<file path="src/rtl/lcd_pkg.sv">
// Shared types and LCD command constants for the LCD bus arbiter.
// Holds the FSM state encoding and the power-up init command table.
package lcd_pkg;

  typedef enum logic [1:0] {
    PWR_WAIT = 2'd0,
    INIT     = 2'd1,
    IDLE     = 2'd2,
    SLOT     = 2'd3
  } state_e;

  localparam logic [7:0] FUNC_SET = 8'h38;
  localparam logic [7:0] ENTRY    = 8'h06;
  localparam logic [7:0] DISP_ON  = 8'h0C;
  localparam logic [7:0] CLEAR    = 8'h01;
  localparam logic [7:0] LINE1    = 8'h80;
  localparam logic [7:0] LINE2    = 8'hC0;

  function automatic logic [7:0] init_cmd(input logic [1:0] idx);
    logic [7:0] c;
    case (idx)
      2'd0:    c = FUNC_SET;
      2'd1:    c = ENTRY;
      2'd2:    c = DISP_ON;
      default: c = CLEAR;
    endcase
    return c;
  endfunction

endpackage

</file>
<file path="src/rtl/ms_tick_gen.sv">
// One-cycle tick every CNT1MS clocks; clr_i holds the phase at zero
// so a new slot always starts on a fresh millisecond boundary.
module ms_tick_gen #(
  parameter int CNT1MS = 100000
) (
  input  logic clk,
  input  logic reset,
  input  logic clr_i,
  output logic tick_o
);

  localparam int PW = (CNT1MS > 1) ? $clog2(CNT1MS) : 1;

  logic [PW-1:0] ph_q, ph_d;

  assign tick_o = (ph_q == PW'(CNT1MS - 1));

  always_comb begin
    ph_d = ph_q + 1'b1;
    if (clr_i || tick_o) ph_d = '0;
  end

  always_ff @(posedge clk) begin
    if (reset) ph_q <= '0;
    else       ph_q <= ph_d;
  end

endmodule

</file>
<file path="src/rtl/lcd_bus_arbiter.sv">
// Two-requester round-robin arbiter driving a character LCD bus,
// with a built-in power-up wait and four-command init sequence.
module lcd_bus_arbiter
  import lcd_pkg::*;
#(
  parameter int CNT1MS   = 100000,
  parameter int T_PWR_MS = 20,
  parameter int T_CMD_MS = 4
) (
  input  logic       clk,
  input  logic       reset,
  input  logic       req0_valid,
  input  logic       req0_rs,
  input  logic [7:0] req0_data,
  output logic       req0_ready,
  input  logic       req1_valid,
  input  logic       req1_rs,
  input  logic [7:0] req1_data,
  output logic       req1_ready,
  output logic       init_done,
  output logic       busy,
  output logic       lcd_e,
  output logic       lcd_rs,
  output logic       lcd_rw,
  output logic [7:0] lcd_data
);

  localparam int MSMAX = (T_PWR_MS > T_CMD_MS) ? T_PWR_MS : T_CMD_MS;
  localparam int MSW   = $clog2(MSMAX + 1);

  state_e         state_q, state_d;
  logic [MSW-1:0] ms_q, ms_d;
  logic [1:0]     step_q, step_d;
  logic           rs_q, rs_d;
  logic [7:0]     data_q, data_d;
  logic           last_q, last_d;
  logic           done_q, done_d;

  logic tick, clr, win1, fire;
  logic slot_end, pwr_end, in_slot;

  ms_tick_gen #(
    .CNT1MS (CNT1MS)
  ) u_tick (
    .clk    (clk),
    .reset  (reset),
    .clr_i  (clr),
    .tick_o (tick)
  );

  assign clr      = (state_q == IDLE);
  assign slot_end = tick && (ms_q == MSW'(T_CMD_MS - 1));
  assign pwr_end  = tick && (ms_q == MSW'(T_PWR_MS - 1));
  assign in_slot  = (state_q == INIT) || (state_q == SLOT);

  // req1 wins when alone, or when both are valid and req0 went last
  assign win1       = req1_valid && (!req0_valid || !last_q);
  assign req0_ready = (state_q == IDLE) && req0_valid && !win1;
  assign req1_ready = (state_q == IDLE) && win1;
  assign fire       = (req0_valid && req0_ready) ||
                      (req1_valid && req1_ready);

  assign init_done = done_q;
  assign busy      = (state_q != IDLE);
  assign lcd_e     = in_slot && (ms_q == MSW'(1));
  assign lcd_rs    = rs_q;
  assign lcd_rw    = 1'b0;
  assign lcd_data  = data_q;

  always_comb begin
    state_d = state_q;
    ms_d    = ms_q;
    step_d  = step_q;
    rs_d    = rs_q;
    data_d  = data_q;
    last_d  = last_q;
    done_d  = done_q;
    if (tick) ms_d = ms_q + 1'b1;
    unique case (state_q)
      PWR_WAIT: begin
        if (pwr_end) begin
          state_d = INIT;
          ms_d    = '0;
          step_d  = 2'd0;
          rs_d    = 1'b0;
          data_d  = init_cmd(2'd0);
        end
      end
      INIT: begin
        if (slot_end) begin
          ms_d = '0;
          if (step_q == 2'd3) begin
            state_d = IDLE;
            done_d  = 1'b1;
          end else begin
            step_d = step_q + 2'd1;
            data_d = init_cmd(step_q + 2'd1);
          end
        end
      end
      IDLE: begin
        ms_d = '0;
        if (fire) begin
          state_d = SLOT;
          rs_d    = win1 ? req1_rs : req0_rs;
          data_d  = win1 ? req1_data : req0_data;
          last_d  = win1;
        end
      end
      SLOT: begin
        if (slot_end) begin
          state_d = IDLE;
          ms_d    = '0;
        end
      end
    endcase
  end

  always_ff @(posedge clk) begin
    if (reset) begin
      state_q <= PWR_WAIT;
      ms_q    <= '0;
      step_q  <= 2'd0;
      rs_q    <= 1'b0;
      data_q  <= 8'h00;
      last_q  <= 1'b1;
      done_q  <= 1'b0;
    end else begin
      state_q <= state_d;
      ms_q    <= ms_d;
      step_q  <= step_d;
      rs_q    <= rs_d;
      data_q  <= data_d;
      last_q  <= last_d;
      done_q  <= done_d;
    end
  end

endmodule

</file>
<file path="config.mk">
export PLATFORM = sky130hd
export DESIGN_NAME = lcd_bus_arbiter
export DESIGN_NICKNAME = d
export VERILOG_FILES = /design/src/rtl/lcd_pkg.sv /design/src/rtl/ms_tick_gen.sv /design/src/rtl/lcd_bus_arbiter.sv
export SDC_FILE = /design/constraint.sdc
export NUM_CORES = 1
export LEC_CHECK = 0
export CAP_MARGIN = 20
export CELL_PAD_IN_SITES_DETAIL_PLACEMENT = 1
export CELL_PAD_IN_SITES_GLOBAL_PLACEMENT = 2
export CORE_MARGIN = 2
export CORE_UTILIZATION = 31
export DETAILED_ROUTE_END_ITERATION = 7
export HOLD_SLACK_MARGIN = 0.08
export PLACE_DENSITY = 0.82
export SYNTH_ARGS = -nofsm -noshare
export SYNTH_HDL_FRONTEND = slang
export SYNTH_HIERARCHICAL = 1
export SYNTH_SLANG_ARGS = --single-unit
</file>
<file path="constraint.sdc">
create_clock -name clk -period 2.9 [get_ports clk]
set_input_delay 0.725 -clock clk [delete_from_list [all_inputs] [get_ports clk]]
set_output_delay 0.725 -clock clk [all_outputs]
set_load 0.01 [all_outputs]
</file>
==> summary.txt <==
CTS
  • Clock sink count: 37
  • Clock slew at reported path FFs: about 80 ps
  • TritonCTS Buffers: 5
  • Number of H-tree levels: 2
  • Clk Latency, worst-skew pair: 290 ps
  • Root buf cell: clkbuf_8
  • CTS tree: yes
  • Longest Clk Path Bufs: 2

Timing
  • Fmax: 357 MHz
  • Setup Skew: 4.31 ps
  • Final setup vio count: 0
  • Slew Viols, Final: 0
  • Min Tclk post-route: about 2800 ps
  • Hold Violations, Final: 0
  • Worst Max-Slew Pin Slew: 669 ps
  • Final Cycle Share: 96.7%
  • Final TNS setup: 0 ps
  • Slew HR: 55.0%
  • RSZ-0062 raised after global routing: no

Setup path
  • Slowest CP cell: clkdlybuf4s50_1
  • CP most frequent cell: clkdlybuf4s50_1
  • WS Path Type: input pin to output port
  • CP delay by family, top: buffers and inverters
  • CP bufs+invs: 2
  • Required time worst endpoint: 2170 ps
  • Slowest cell delay on critical path: 530 ps
  • Arrival time worst endpoint: 2080 ps
  • Crit start category: input pin
  • Crit path max fanout: 3
  • Critical-path cell list: clkdlybuf4s50_1 > a21boi_2 > and2_1 > clkdlybuf4s50_1
  • Kind of end point of the critical path: output port

Die
  • Die Y: 87.2 um
  • Die span in x: just under 90 um
  • Die ar.: 0.00760 sq mm
  • Initial Util: between 30% and 40%
  • Core area: a little under 0.007 sq mm
  • Row count: 30
  • Ports: 37

Yosys
  • Dominant cell type by area after synthesis: dfxtp_1
  • Synth Cell Area: roughly 0.0021 sq mm
  • Synth async-reset ratio: 0%
  • YS warnings: 6
  • Area share of the largest cell type after synthesis: between 30% and 40%
  • Yosys reg bits: 37
  • Synth Flop Type: dfxtp_1
  • Synth Area per Inst: between 8 and 9 sq um
  • Post-Syn Instances: 248
  • Synth top area cells: dfxtp_1 (35%), ha_1 (6.4%), nor2_1 (5.2%)
  • Sequential area share after synthesis: 34.5%
  • Post-synth cell types: 55
  • Post-synth EDFFs: 0
  • Syn nets: 281

Placed design
  • Placed wire-length estimate: 4160 um
  • Buffers on Ports: 35
  • RePlAce Congestion: 0.750

Route
  • Via/cell ratio: 5.00
  • Vias: ~1900
  • Post-route ant nets: 0
  • Starting DRT DRC Count: 63
  • DRC: 0
  • Final wirelength: approximately 5500 um
  • Mean routed wirelength per cell: 14.8 um
  • Drt first pass iters: 4

Global route
  • Vias in the first global route: 1934
  • Tot GR Track Use: 15.6%
  • Initial antenna violation count: 0
  • First-pass GRT wire length: 9310 um
  • Largest net degree at the start of global routing: 18
  • GRT overflow: 0

Layout
  • Most frequent cells in the layout: dfxtp_1 (37), clkdlybuf4s50_1 (34), nor2_1 (30)
  • Layout fillers: 815
  • Ant. Diodes: 0
  • Most common cell after layout, fill and taps aside: dfxtp_1
  • # nets final: roughly 320
  • Fraction of layout cells with a size suffix above 1: 12.4%
  • Area grow syn2layout: 26.1%
  • Multi-input gate area: 0.00129 sq mm
  • Sequential Area: 741 sq um
  • Util after Layout: 40.0%

Pwr
  • Pwr dens: 349 mW/mm^2
  • Total Power: 944 uW
  • Maximum vdd drop: 132 uV
  • Sequential fraction of design power: a little over half
  • Switching Share: between 20% and 30%
  • Clk pwr share: approximately 39%
  • Internal power: 716 uW
  • Logic pwr share: 6.7%
  • Psw: 228 uW
  • Static leakage: ~0.00096 uW

Min path
  • Hold Crit Class: flip-flop to flip-flop

Status
  • Outcome: finished, final reports clean

Job
  • Max-Cap Viols: 0
## cell type report
| cell class | count | share of cell area (%) |
|---|---|---|
| multi-input cells | 187 | 47.8 |
| flip-flops and latches | 37 | 27.4 |
| repair buffers | 47 | 16.4 |
| well taps | 80 | 3.70 |
| clock buffers | 5 | 2.54 |
| inverters | 11 | 1.53 |
| clock inverters | 3 | 0.648 |
## worst min-delay path, stage by stage (launching register included)
cell	delay [ps]
dfxtp_1	320
nand2_1	60
mux2i_1	60
## power by group through the flow
stage	registers, uW	logic [uW]	clock network (uW)
2_1_floorplan	527	27.9	0
3_3_place_gp	528	62.8	0
3_5_place_dp	528	63.6	0
4_1_cts	516	63.8	380
5_1_grt	517	68.9	406
6_report	516	63.2	365
## cells by family after synthesis
| kind of cell | after synthesis | share of synthesized area (%) |
|---|---|---|
| xor+xnor | 18 | 7.35 |
| compound gates | 43 | 14.6 |
| mux | 11 | 5.95 |
| flops | 37 | 34.5 |
| other cells | 1 | 0.175 |
| buf+inv | 24 | 5.83 |
| fa+ha+maj | 11 | 6.41 |
| simple gates | 103 | 25.1 |
## through the flow
step / worst slack, ps / hold slack (ps) / instance area, sq um / std cells
global placement: 46.9 / 460 / 2600 / 362
finish: 95.4 / 478 / 2710 / 370
CTS: 4.23 / 481 / 2690 / 370
floorplan: 265 / 441 / 2150 / 248
global route: 5.83 / 513 / 2710 / 370
detailed placement: 10.6 / 460 / 2600 / 362
## synthesized netlist by cell type, types with 4 or more instances
cell type and instances:
dfxtp_1 37, nor2_1 30, nand2_1 23, ha_1 11
inv_1 11, xor2_1 10, a21oi_1 9, clkbuf_1 9
nand3_1 9, xnor2_1 8, nand4_1 7, o21ai_0 7
mux2_2 5, o211ai_1 5, a211oi_1 4, nor3_1 4
## routing by layer
| layer | global-route usage (%) | wire, um |
|---|---|---|
| met1 | 18.5 | 2460 |
| met5 | 0 | 0 |
| met2 | 28.0 | 2760 |
| met3 | 3.79 | 191 |
| met4 | 4.20 | 66 |
## state kept, by name (all words and copies together), names as in the netlist
signal       count
lcd_rs           1
lcd_data         8
step_q           2
ms_q             5
u_tick/ph_q     17
init_done        1
state_q          2
last_q           1
## repair_timing
item	in CTS	in global routing
hold buffers	0	0
setup buffers	0	0
endpoints found under the setup margin	0	5
gates resized for setup	0	4
## final timing paths
kind                        startpoint                        to  slack, ps  cells after the start
max reg2reg  u_tick/ph_q[0]$_SDFF_PP0_  lcd_data[1]$_SDFFE_PP0P_        230                      7
max                         req1_valid                req1_ready        100                      4
min           lcd_data[2]$_SDFFE_PP0P_  lcd_data[2]$_SDFFE_PP0P_        480                      2
min reg2reg   lcd_data[2]$_SDFFE_PP0P_  lcd_data[2]$_SDFFE_PP0P_        480                      2
Power figures use the tool's default switching activity.
